$ cat config.mk
export PLATFORM = sky130hd
export DESIGN_NAME = line_fill_unit
export DESIGN_NICKNAME = d
export VERILOG_FILES = /design/src/rtl/cache_pkg.sv /design/src/rtl/fill_beat_ctr.sv /design/src/rtl/line_fill_unit.sv
export SDC_FILE = /design/constraint.sdc
export NUM_CORES = 2
export LEC_CHECK = 0
export CORE_AREA = 2 2 467 469
export CTS_CLUSTER_SIZE = 14
export DETAILED_ROUTE_END_ITERATION = 6
export DIE_AREA = 0 0 469 471
export GPL_ROUTABILITY_DRIVEN = 0
export SLEW_MARGIN = 10
export SYNTH_ARGS = -nofsm -noshare
export SYNTH_HDL_FRONTEND = slang
export SYNTH_SLANG_ARGS = --single-unit
$ cat constraint.sdc
create_clock -name clk -period 3.8 [get_ports clk]
set_clock_uncertainty 0.1 [all_clocks]
set_input_delay 0.38 -clock clk [delete_from_list [all_inputs] [get_ports clk]]
set_output_delay 0.38 -clock clk [all_outputs]
set_load 0.01 [all_outputs]
$ cat src/rtl/cache_pkg.sv
`default_nettype none
// ============================================================================
// Module   : cache_pkg
// Brief    : Shared line geometry, fill state encoding and line-base helper.
// Revision : 1.0
// ============================================================================
package cache_pkg;

    localparam int LINE_BITS      = 512;
    localparam int WORD_BITS      = 32;
    localparam int ADDR_BITS      = 32;
    localparam int WORDS_PER_LINE = 16;
    localparam int OFFSET_BITS    = 6;
    localparam int BEAT_BITS      = 4;

    typedef enum logic [1:0] {
        IDLE = 2'd0,
        WB   = 2'd1,
        RD   = 2'd2,
        DONE = 2'd3
    } fill_state_t;

    function automatic logic [ADDR_BITS-1:0] line_base(input logic [ADDR_BITS-1:0] addr);
        line_base = {addr[ADDR_BITS-1:OFFSET_BITS], {OFFSET_BITS{1'b0}}};
    endfunction

endpackage
`default_nettype wire

$ cat src/rtl/fill_beat_ctr.sv
`default_nettype none
// ============================================================================
// Module   : fill_beat_ctr
// Brief    : Modulo-16 beat counter with loadable start and last-beat flag.
// Revision : 1.0
// ============================================================================
module fill_beat_ctr
    import cache_pkg::*;
(
    input  logic                 clk,
    input  logic                 rst,
    input  logic                 load,
    input  logic [BEAT_BITS-1:0] start,
    input  logic                 advance,
    output logic [BEAT_BITS-1:0] beat,
    output logic                 last
);

    logic [BEAT_BITS-1:0] r_beat;
    logic [BEAT_BITS-1:0] r_start;
    logic [BEAT_BITS-1:0] w_beat_next;

    always_ff @(posedge clk) begin
        if (!rst) begin
            r_beat  <= '0;
            r_start <= '0;
        end else if (load) begin
            r_beat  <= start;
            r_start <= start;
        end else if (advance) begin
            r_beat  <= w_beat_next;
        end
    end

    // The burst ends when wrapping would bring us back to where it began.
    assign w_beat_next = r_beat + {{(BEAT_BITS-1){1'b0}}, 1'b1};
    assign beat        = r_beat;
    assign last        = (w_beat_next == r_start);

endmodule
`default_nettype wire

$ cat src/rtl/line_fill_unit.sv
`default_nettype none
// ============================================================================
// Module   : line_fill_unit
// Brief    : Cache miss handler: optional dirty write-back, then 16-beat refill.
//            CRITICAL_WORD_FIRST_EN starts the refill at the missing word.
// Revision : 1.0
// ============================================================================
module line_fill_unit
    import cache_pkg::*;
(
    input  logic                 clk,
    input  logic                 rst,
    input  logic                 req_valid,
    output logic                 req_ready,
    input  logic [ADDR_BITS-1:0] req_addr,
    input  logic                 req_wb,
    input  logic [ADDR_BITS-1:0] wb_addr,
    input  logic [LINE_BITS-1:0] wb_data,
    output logic                 mem_req,
    output logic                 mem_we,
    output logic [ADDR_BITS-1:0] mem_addr,
    output logic [WORD_BITS-1:0] mem_wdata,
    input  logic                 mem_ack,
    input  logic [WORD_BITS-1:0] mem_rdata,
    output logic [LINE_BITS-1:0] fill_data,
    output logic                 fill_valid,
    output logic                 busy
);

    fill_state_t          r_state;
    fill_state_t          w_state_next;
    logic [ADDR_BITS-1:0] r_req_base;
    logic [ADDR_BITS-1:0] r_wb_base;
    logic [LINE_BITS-1:0] r_wb_data;
    logic [LINE_BITS-1:0] r_fill_data;

    logic                 w_accept;
    logic                 w_ctr_load;
    logic [BEAT_BITS-1:0] w_ctr_start;
    logic                 w_ctr_adv;
    logic [BEAT_BITS-1:0] w_beat;
    logic                 w_last;
    logic [ADDR_BITS-1:0] w_beat_off;
    logic [BEAT_BITS-1:0] w_rd_start_in;
    logic [BEAT_BITS-1:0] w_rd_start;

`ifdef CRITICAL_WORD_FIRST_EN
    logic [BEAT_BITS-1:0] r_rd_start;

    always_ff @(posedge clk) begin
        if (!rst) begin
            r_rd_start <= '0;
        end else if (w_accept) begin
            r_rd_start <= req_addr[OFFSET_BITS-1:2];
        end
    end

    assign w_rd_start_in = req_addr[OFFSET_BITS-1:2];
    assign w_rd_start    = r_rd_start;
`else
    assign w_rd_start_in = '0;
    assign w_rd_start    = '0;
`endif

    assign w_accept = req_valid && (r_state == IDLE);

    fill_beat_ctr u_beat_ctr (
        .clk     (clk),
        .rst     (rst),
        .load    (w_ctr_load),
        .start   (w_ctr_start),
        .advance (w_ctr_adv),
        .beat    (w_beat),
        .last    (w_last)
    );

    always_ff @(posedge clk) begin
        if (!rst) begin
            r_state     <= IDLE;
            r_req_base  <= '0;
            r_wb_base   <= '0;
            r_wb_data   <= '0;
            r_fill_data <= '0;
        end else begin
            r_state <= w_state_next;
            if (w_accept) begin
                r_req_base <= line_base(req_addr);
                r_wb_base  <= line_base(wb_addr);
                r_wb_data  <= wb_data;
            end
            if ((r_state == RD) && mem_ack) begin
                r_fill_data[{w_beat, 5'd0} +: WORD_BITS] <= mem_rdata;
            end
        end
    end

    always_comb begin
        w_state_next = r_state;
        w_ctr_load   = 1'b0;
        w_ctr_start  = '0;
        w_ctr_adv    = 1'b0;
        case (r_state)
            IDLE: begin
                if (w_accept) begin
                    w_ctr_load = 1'b1;
                    if (req_wb) begin
                        w_state_next = WB;
                    end else begin
                        w_state_next = RD;
                        w_ctr_start  = w_rd_start_in;
                    end
                end
            end
            WB: begin
                if (mem_ack) begin
                    if (w_last) begin
                        w_state_next = RD;
                        w_ctr_load   = 1'b1;
                        w_ctr_start  = w_rd_start;
                    end else begin
                        w_ctr_adv = 1'b1;
                    end
                end
            end
            RD: begin
                if (mem_ack) begin
                    w_ctr_adv = 1'b1;
                    if (w_last) begin
                        w_state_next = DONE;
                    end
                end
            end
            DONE: begin
                w_state_next = IDLE;
            end
            default: begin
                w_state_next = IDLE;
            end
        endcase
    end

    assign w_beat_off = {{(ADDR_BITS-BEAT_BITS-2){1'b0}}, w_beat, 2'b00};

    always_comb begin
        mem_req   = 1'b0;
        mem_we    = 1'b0;
        mem_addr  = '0;
        mem_wdata = '0;
        if (r_state == WB) begin
            mem_req   = 1'b1;
            mem_we    = 1'b1;
            mem_addr  = r_wb_base + w_beat_off;
            mem_wdata = r_wb_data[{w_beat, 5'd0} +: WORD_BITS];
        end else if (r_state == RD) begin
            mem_req  = 1'b1;
            mem_addr = r_req_base + w_beat_off;
        end
    end

    assign req_ready  = (r_state == IDLE);
    assign busy       = (r_state != IDLE);
    assign fill_valid = (r_state == DONE);
    assign fill_data  = r_fill_data;

endmodule
`default_nettype wire

Yosys cells after proc, flatten, opt, wreduce, memory -nomap -nowiden --
Cells that the tools add are included.
Storage, ports and cells: memories 0, latch bits 0, RAM bits 0, register bits after elaboration 1082, output and inout port bits 581, logic and storage cells 51, bits in read-only memories 0
Cells by class: shift operators 3, add/subtract/negate cells 4, bitwise gates (word level) 1, muxes and demuxes 22, reduce and logical (&&, ||, !) cells 7, multiply operators 0, div/mod/pow operators 0, equality and inequality tests 8, magnitude comparators 0
Operators by type and width (count):
- $bwmux 512 | 1
- $shift 32x11->512 const A | 1
- $shiftx 32x11->512 | 1
- $shiftx 512x10->32 | 1
- $mux 32 | 3
- $add 32x6->32 | 2
- $mux 2 | 6
- $neg 9->11 | 1
- $mux 1 | 9
- $pmux 2 s4 | 1
- $ne 2x1->1 const B | 3
- $reduce_and 5->1 | 1
- $add 4x1->4 const B | 1
- $eq 2x2->1 const B | 2
- $logic_not 4->1 | 1
- $ne 2x2->1 const B | 2
- $pmux 1 s2 | 2
- $eq 2x1->1 const B | 1
- $logic_and 1x1->1 | 2
- $logic_not 2->1 | 1
- $reduce_bool 2->1 | 1
- $reduce_or 2->1 | 1
- $not 1->1 | 1

Depth between registers and ports, before layout --
depth in word-level cells 6, depth in mapped cells 11

By module --
Synthesis repeated with hierarchy kept, for this count alone.
Unflattened totals: cell total of the unflattened synthesis 4800, area total of the unflattened synthesis 44392.6 µm²
By module, submodules not included:
- line_fill_unit | times used 1, cells an instance 4757, area an instance 43989.7 µm², seq. area each 21580.7 µm²
- fill_beat_ctr | times used 1, cells an instance 43, area an instance 402.9 µm², seq. area each 160.2 µm²

Worst setup path after synthesis --
Ideal clock, no wire load.
path kind register to register, start point register u_beat_ctr.r_beat[1] (netlist: u_beat_ctr.beat[1]), end point register r_fill_data[278] (netlist: fill_data[278]), clock period less this slack 2.939 ns, path slack 0.861 ns, cell stages (with the launch flop) 10, arrival time 2.720 ns, required time 3.581 ns, library setup time 0.119 ns, buffers on the path 4, path through dfxtp_1 buf_2 clkinv_1 clkbuf_1 ha_1 buf_2 or3b_4 a2111oi_4 buf_2 o21ai_1
Between the ends: cells in the longest elaborated chain, start to end 3, elaborated cells between the ends (all ways) 4, classes of those cells 1 x add/sub; 2 x shift; 1 x mux
Ends and longest elaborated chain:
- from (decl) | RTL line fill_beat_ctr.sv:19 | logic [BEAT_BITS-1:0] r_beat;
- from (signal assigned) | RTL line fill_beat_ctr.sv:28 | r_beat <= start;
- from (signal assigned) | RTL line fill_beat_ctr.sv:31 | r_beat <= w_beat_next;
- $neg 9->11 * | RTL line line_fill_unit.sv:92 | r_fill_data[{w_beat, 5'd0} +: WORD_BITS] <= mem_rdata;
- $shiftx 32x11->512 / $shift 32x11->512 (equally long branches) | RTL line line_fill_unit.sv:92
- $bwmux 512 * | RTL line line_fill_unit.sv:92
- to (signal, indexed assignment) | RTL line line_fill_unit.sv:92
- to (decl) | RTL line line_fill_unit.sv:35 | logic [LINE_BITS-1:0] r_fill_data;
Mark *: on every way between the ends. The rest lies on a longest branch, timed or not. A chain may end at the register's enable or synchronous reset.

Final worst setup path --
start point register u_beat_ctr.r_beat[0] (netlist: u_beat_ctr.beat[0]), end point output mem_wdata[22]
Between the ends: cells in the longest elaborated chain, start to end 2
Ends and longest elaborated chain:
- $shiftx 512x10->32 | RTL line line_fill_unit.sv:153 | mem_wdata = r_wb_data[{w_beat, 5'd0} +: WORD_BITS];
- $mux 32 | RTL line line_fill_unit.sv:149 | if (r_state == WB) begin
- to (decl) | RTL line line_fill_unit.sv:22 | output logic [WORD_BITS-1:0] mem_wdata,
Every way passes these cells.

==> flow_summary.json <==
{
  "netSwitchingFraction_pct": 31.2,
  "grt_pass1_vias": 40368,
  "grtUsageTotal_pct": 18.9,
  "drv_cap": 0,
  "relSlewSlack_pct": 16.0,
  "syn_to_final_growth_pct": 53.6,
  "netlist_instances": 4978,
  "synth-seq-cells": 1082,
  "reg2regPathDepth": 9,
  "fin_nets": 6914,
  "nFillCells": 22604,
  "fp.dieH_um": 471,
  "cts_buffers": 118,
  "p_int_mw": 22.0,
  "cts_buffer_depth": 3,
  "grt_pass1_wl_um": 300000,
  "hpwlAfterDp_um": 168000,
  "period_share_pct": 98.5,
  "critPathCaptureType": "output port",
  "regArea_um2": 21700,
  "p_sw_mw": 9.99,
  "p_seq_share_pct": 40.4,
  "slew_violations": 0,
  "path_class": "reg2out",
  "cp_max_fo": 23,
  "wl_um": 218000,
  "grt_start_max_net_pins": 205,
  "cts_root_buf": "clkbuf_16",
  "synthTopCellsByArea": "dfxtp_1 (51%), nand2_1 (15%), a21oi_1 (8.4%)",
  "first_iter_violations": 3254,
  "ir_drop_v": 0.000362,
  "coreArea_um2": 216000,
  "ys.flop_type": "dfxtp_1",
  "min_period_ns": 3.74,
  "dieArea_um2": 221000,
  "post_drt_wl_per_cell_um": 23.5,
  "status": "finished, final reports clean",
  "io_pins": 1194,
  "p_leak_nw": 22.7,
  "cts_tree": "built",
  "fp-row-count": 171,
  "grt-ovfl-total": 0,
  "postRouteAntennaNets": 0,
  "synth_top_cell_area_share_pct": 51.0,
  "io_buffers": 1179,
  "setup_tns_ns": 0,
  "synth_edf_count": 0,
  "synth_async_sr_flop_share_pct": 0,
  "tightest_slew_ns": 1.26,
  "clk_pin_slew_ns": 0.06,
  "power_density_nw_per_um2": 491,
  "vias_per_cell": 4.48,
  "arrival_ns": 3.26,
  "cp_data_required_time_ns": 3.32,
  "drive_gt1_share_pct": 8.93,
  "synthDistinctLibCells": 55,
  "hp-class": "in2reg",
  "synth_warnings": 0,
  "holdWs_ns": 0.0779,
  "max_freq_ghz": 0.267,
  "multi_input_comb_area_um2": 19100,
  "final_hold_viol_count": 0,
  "clock_latency_ns": 0.78,
  "setup_violations": 0,
  "netlist_area_um2": 42500,
  "synth_top_area_cell": "dfxtp_1",
  "vias": 41564,
  "cts_sinks": 1082,
  "hold_path_depth": 3,
  "antenna_found_initial": 39,
  "dr.pass1.iters": 6,
  "pwr-share-clk_pct": 37.5,
  "crit_path_start_kind": "flip-flop",
  "ys_seq_area_share_pct": 51.0,
  "htreeDepth": 3,
  "drc_errors": 0,
  "syn_area_per_cell_um2": 8.53,
  "initial_core_util_pct": 19.6,
  "p_comb_share_pct": 22.1,
  "rsz0062_at_grt": "false",
  "dieWidth_um": 469
}
## state kept, by name, summed over array words and instances (netlist names)
name / cells
fill_data: 512
u_beat_ctr.beat: 4
r_wb_data: 512
r_req_base: 26
r_wb_base: 26
r_state: 2
## critical path: stages, from the launching register on
cell and delay (ns):
dfxtp_4 0.36, buf_12 0.15, buf_4 0.14, bufbuf_16 0.37
mux4_2 0.52, a22oi_1 0.49, nand2_1 0.22, buf_12 0.19
## cell type report
type | count | share of cell area (%)
Antenna cell | 24 | 0.0921
Clock buffer | 169 | 5.23
Clock inverter | 54 | 1.01
Inverter | 10 | 0.0691
Multi-Input combinational cell | 3440 | 29.4
Sequential cell | 1082 | 33.2
Tap cell | 2854 | 5.47
Timing Repair Buffer | 1641 | 25.5
## cells in the mapped netlist, types with 2 or more instances
cell,number
clkbuf_1,357
a311oi_1,2
nor3_1,5
o21ai_1,31
or2_2,3
mux4_2,112
or3_1,2
buf_4,10
buf_1,30
nand3_1,198
nor2b_1,4
and2_1,2
a21oi_1,716
buf_2,41
o31ai_1,34
nand4_1,2
ha_1,8
o21ai_0,182
and3_1,6
o2111ai_1,3
dfxtp_1,1082
a22oi_1,46
inv_1,8
nor2_2,2
and3b_1,2
or3b_2,2
o211ai_1,2
nand2b_1,2
buf_6,10
nor2_1,46
o22ai_1,9
mux2i_1,299
nand2_1,1696
o21a_1,3
## what timing repair did
action,4_1_cts,5_1_grt
setup endpoints to repair,31,4
cloned,3,0
setup buffers,9,0
gates resized for setup,23,4
hold buffers,279,0
pin swaps,3,0
hold endpoints to repair,303,0
## per-stage QoR
stage / utilization (%) / worst slack (ns) / instances / power, mW / instance area [µm²]
after detailed placement: 26.8 / 0.431 / 8736 / 19.9 / 58000
after global placement: 26.8 / 0.445 / 8736 / 19.8 / 58000
after CTS: 30.2 / -0.0283 / 9250 / 32.3 / 65200
after floorplan: - / 0.861 / 4979 / 16.6 / 42500
final: 30.2 / 0.0564 / 9274 / 32.0 / 65200
after global routing: 30.2 / 0.00563 / 9259 / 33.3 / 65200
## power groups by stage
stage	sequential (mW)	clock [mW]	combinational [mW]
floorplan	12.9	0	3.68
global placement	13.1	0	6.67
detailed placement	13.2	0	6.75
CTS	12.9	12.3	7.14
global route	13.0	12.7	7.65
finish	12.9	12.0	7.08
## routing by layer
| layer | vias to the layer above | track usage [%] | part of all wire (%) |
|---|---|---|---|
| li1 | 19424 | - | - |
| met1 | 19971 | 20.7 | 37 |
| met2 | 1751 | 33.2 | 49 |
| met3 | 400 | 3.83 | 6.6 |
| met4 | 18 | 11.4 | 6.6 |
| met5 | - | 0 | 0.053 |
## cells in the final DEF, fill, tap and decap left out, types with 4 or more instances in the layout
cell type,synthesis,routed
clkbuf_16,0,118
or2_2,3,4
clkinvlp_4,0,9
ha_1,8,7
inv_8,0,5
dfxtp_1,1082,1079
buf_4,10,145
clkinv_16,0,4
nor2_4,0,5
buf_6,10,5
and3_2,0,5
a22oi_2,0,5
mux2i_1,299,295
o21ai_1,31,30
a21oi_1,716,716
dlygate4sd3_1,0,279
nand3_1,198,197
inv_1,8,7
bufinv_16,0,8
nor2b_1,4,4
o31ai_1,34,34
clkdlybuf4s50_1,0,1150
buf_12,0,52
nand2_1,1696,1694
mux4_2,112,112
diode_2,0,24
nor2_1,46,43
clkbuf_8,0,27
o21ai_0,182,182
clkinv_2,0,22
a22oi_1,46,41
o22ai_1,9,7
clkbuf_1,357,24
## final timing paths
kind                                         from                          end  slack [ns]
setup / recovery  u_beat_ctr.beat[0]$_SDFFE_PP0P_                mem_wdata[22]        0.06
hold / removal                       wb_data[450]  r_wb_data[450]$_SDFFE_PN0P_        0.08
setup reg to reg  u_beat_ctr.beat[0]$_SDFFE_PP0P_  fill_data[468]$_SDFFE_PN0P_        0.63
hold reg to reg       fill_data[287]$_SDFFE_PN0P_  fill_data[287]$_SDFFE_PN0P_        0.35
## cells by family (layout without fill, tap and decap cells)
logic type / Yosys count / in the layout / synth area share [%]
simple gates: 1981 / 1982 / 18.4
flops: 1082 / 1082 / 51.0
compound gates: 1036 / 1036 / 12.9
buf+inv: 458 / 1874 / 4.43
mux: 411 / 411 / 13.0
fa+ha+maj: 8 / 8 / 0.236
other cells: 1 / 26 / 0.00883
xor+xnor: 1 / 1 / 0.0206
Power figures use the tool's default switching activity.
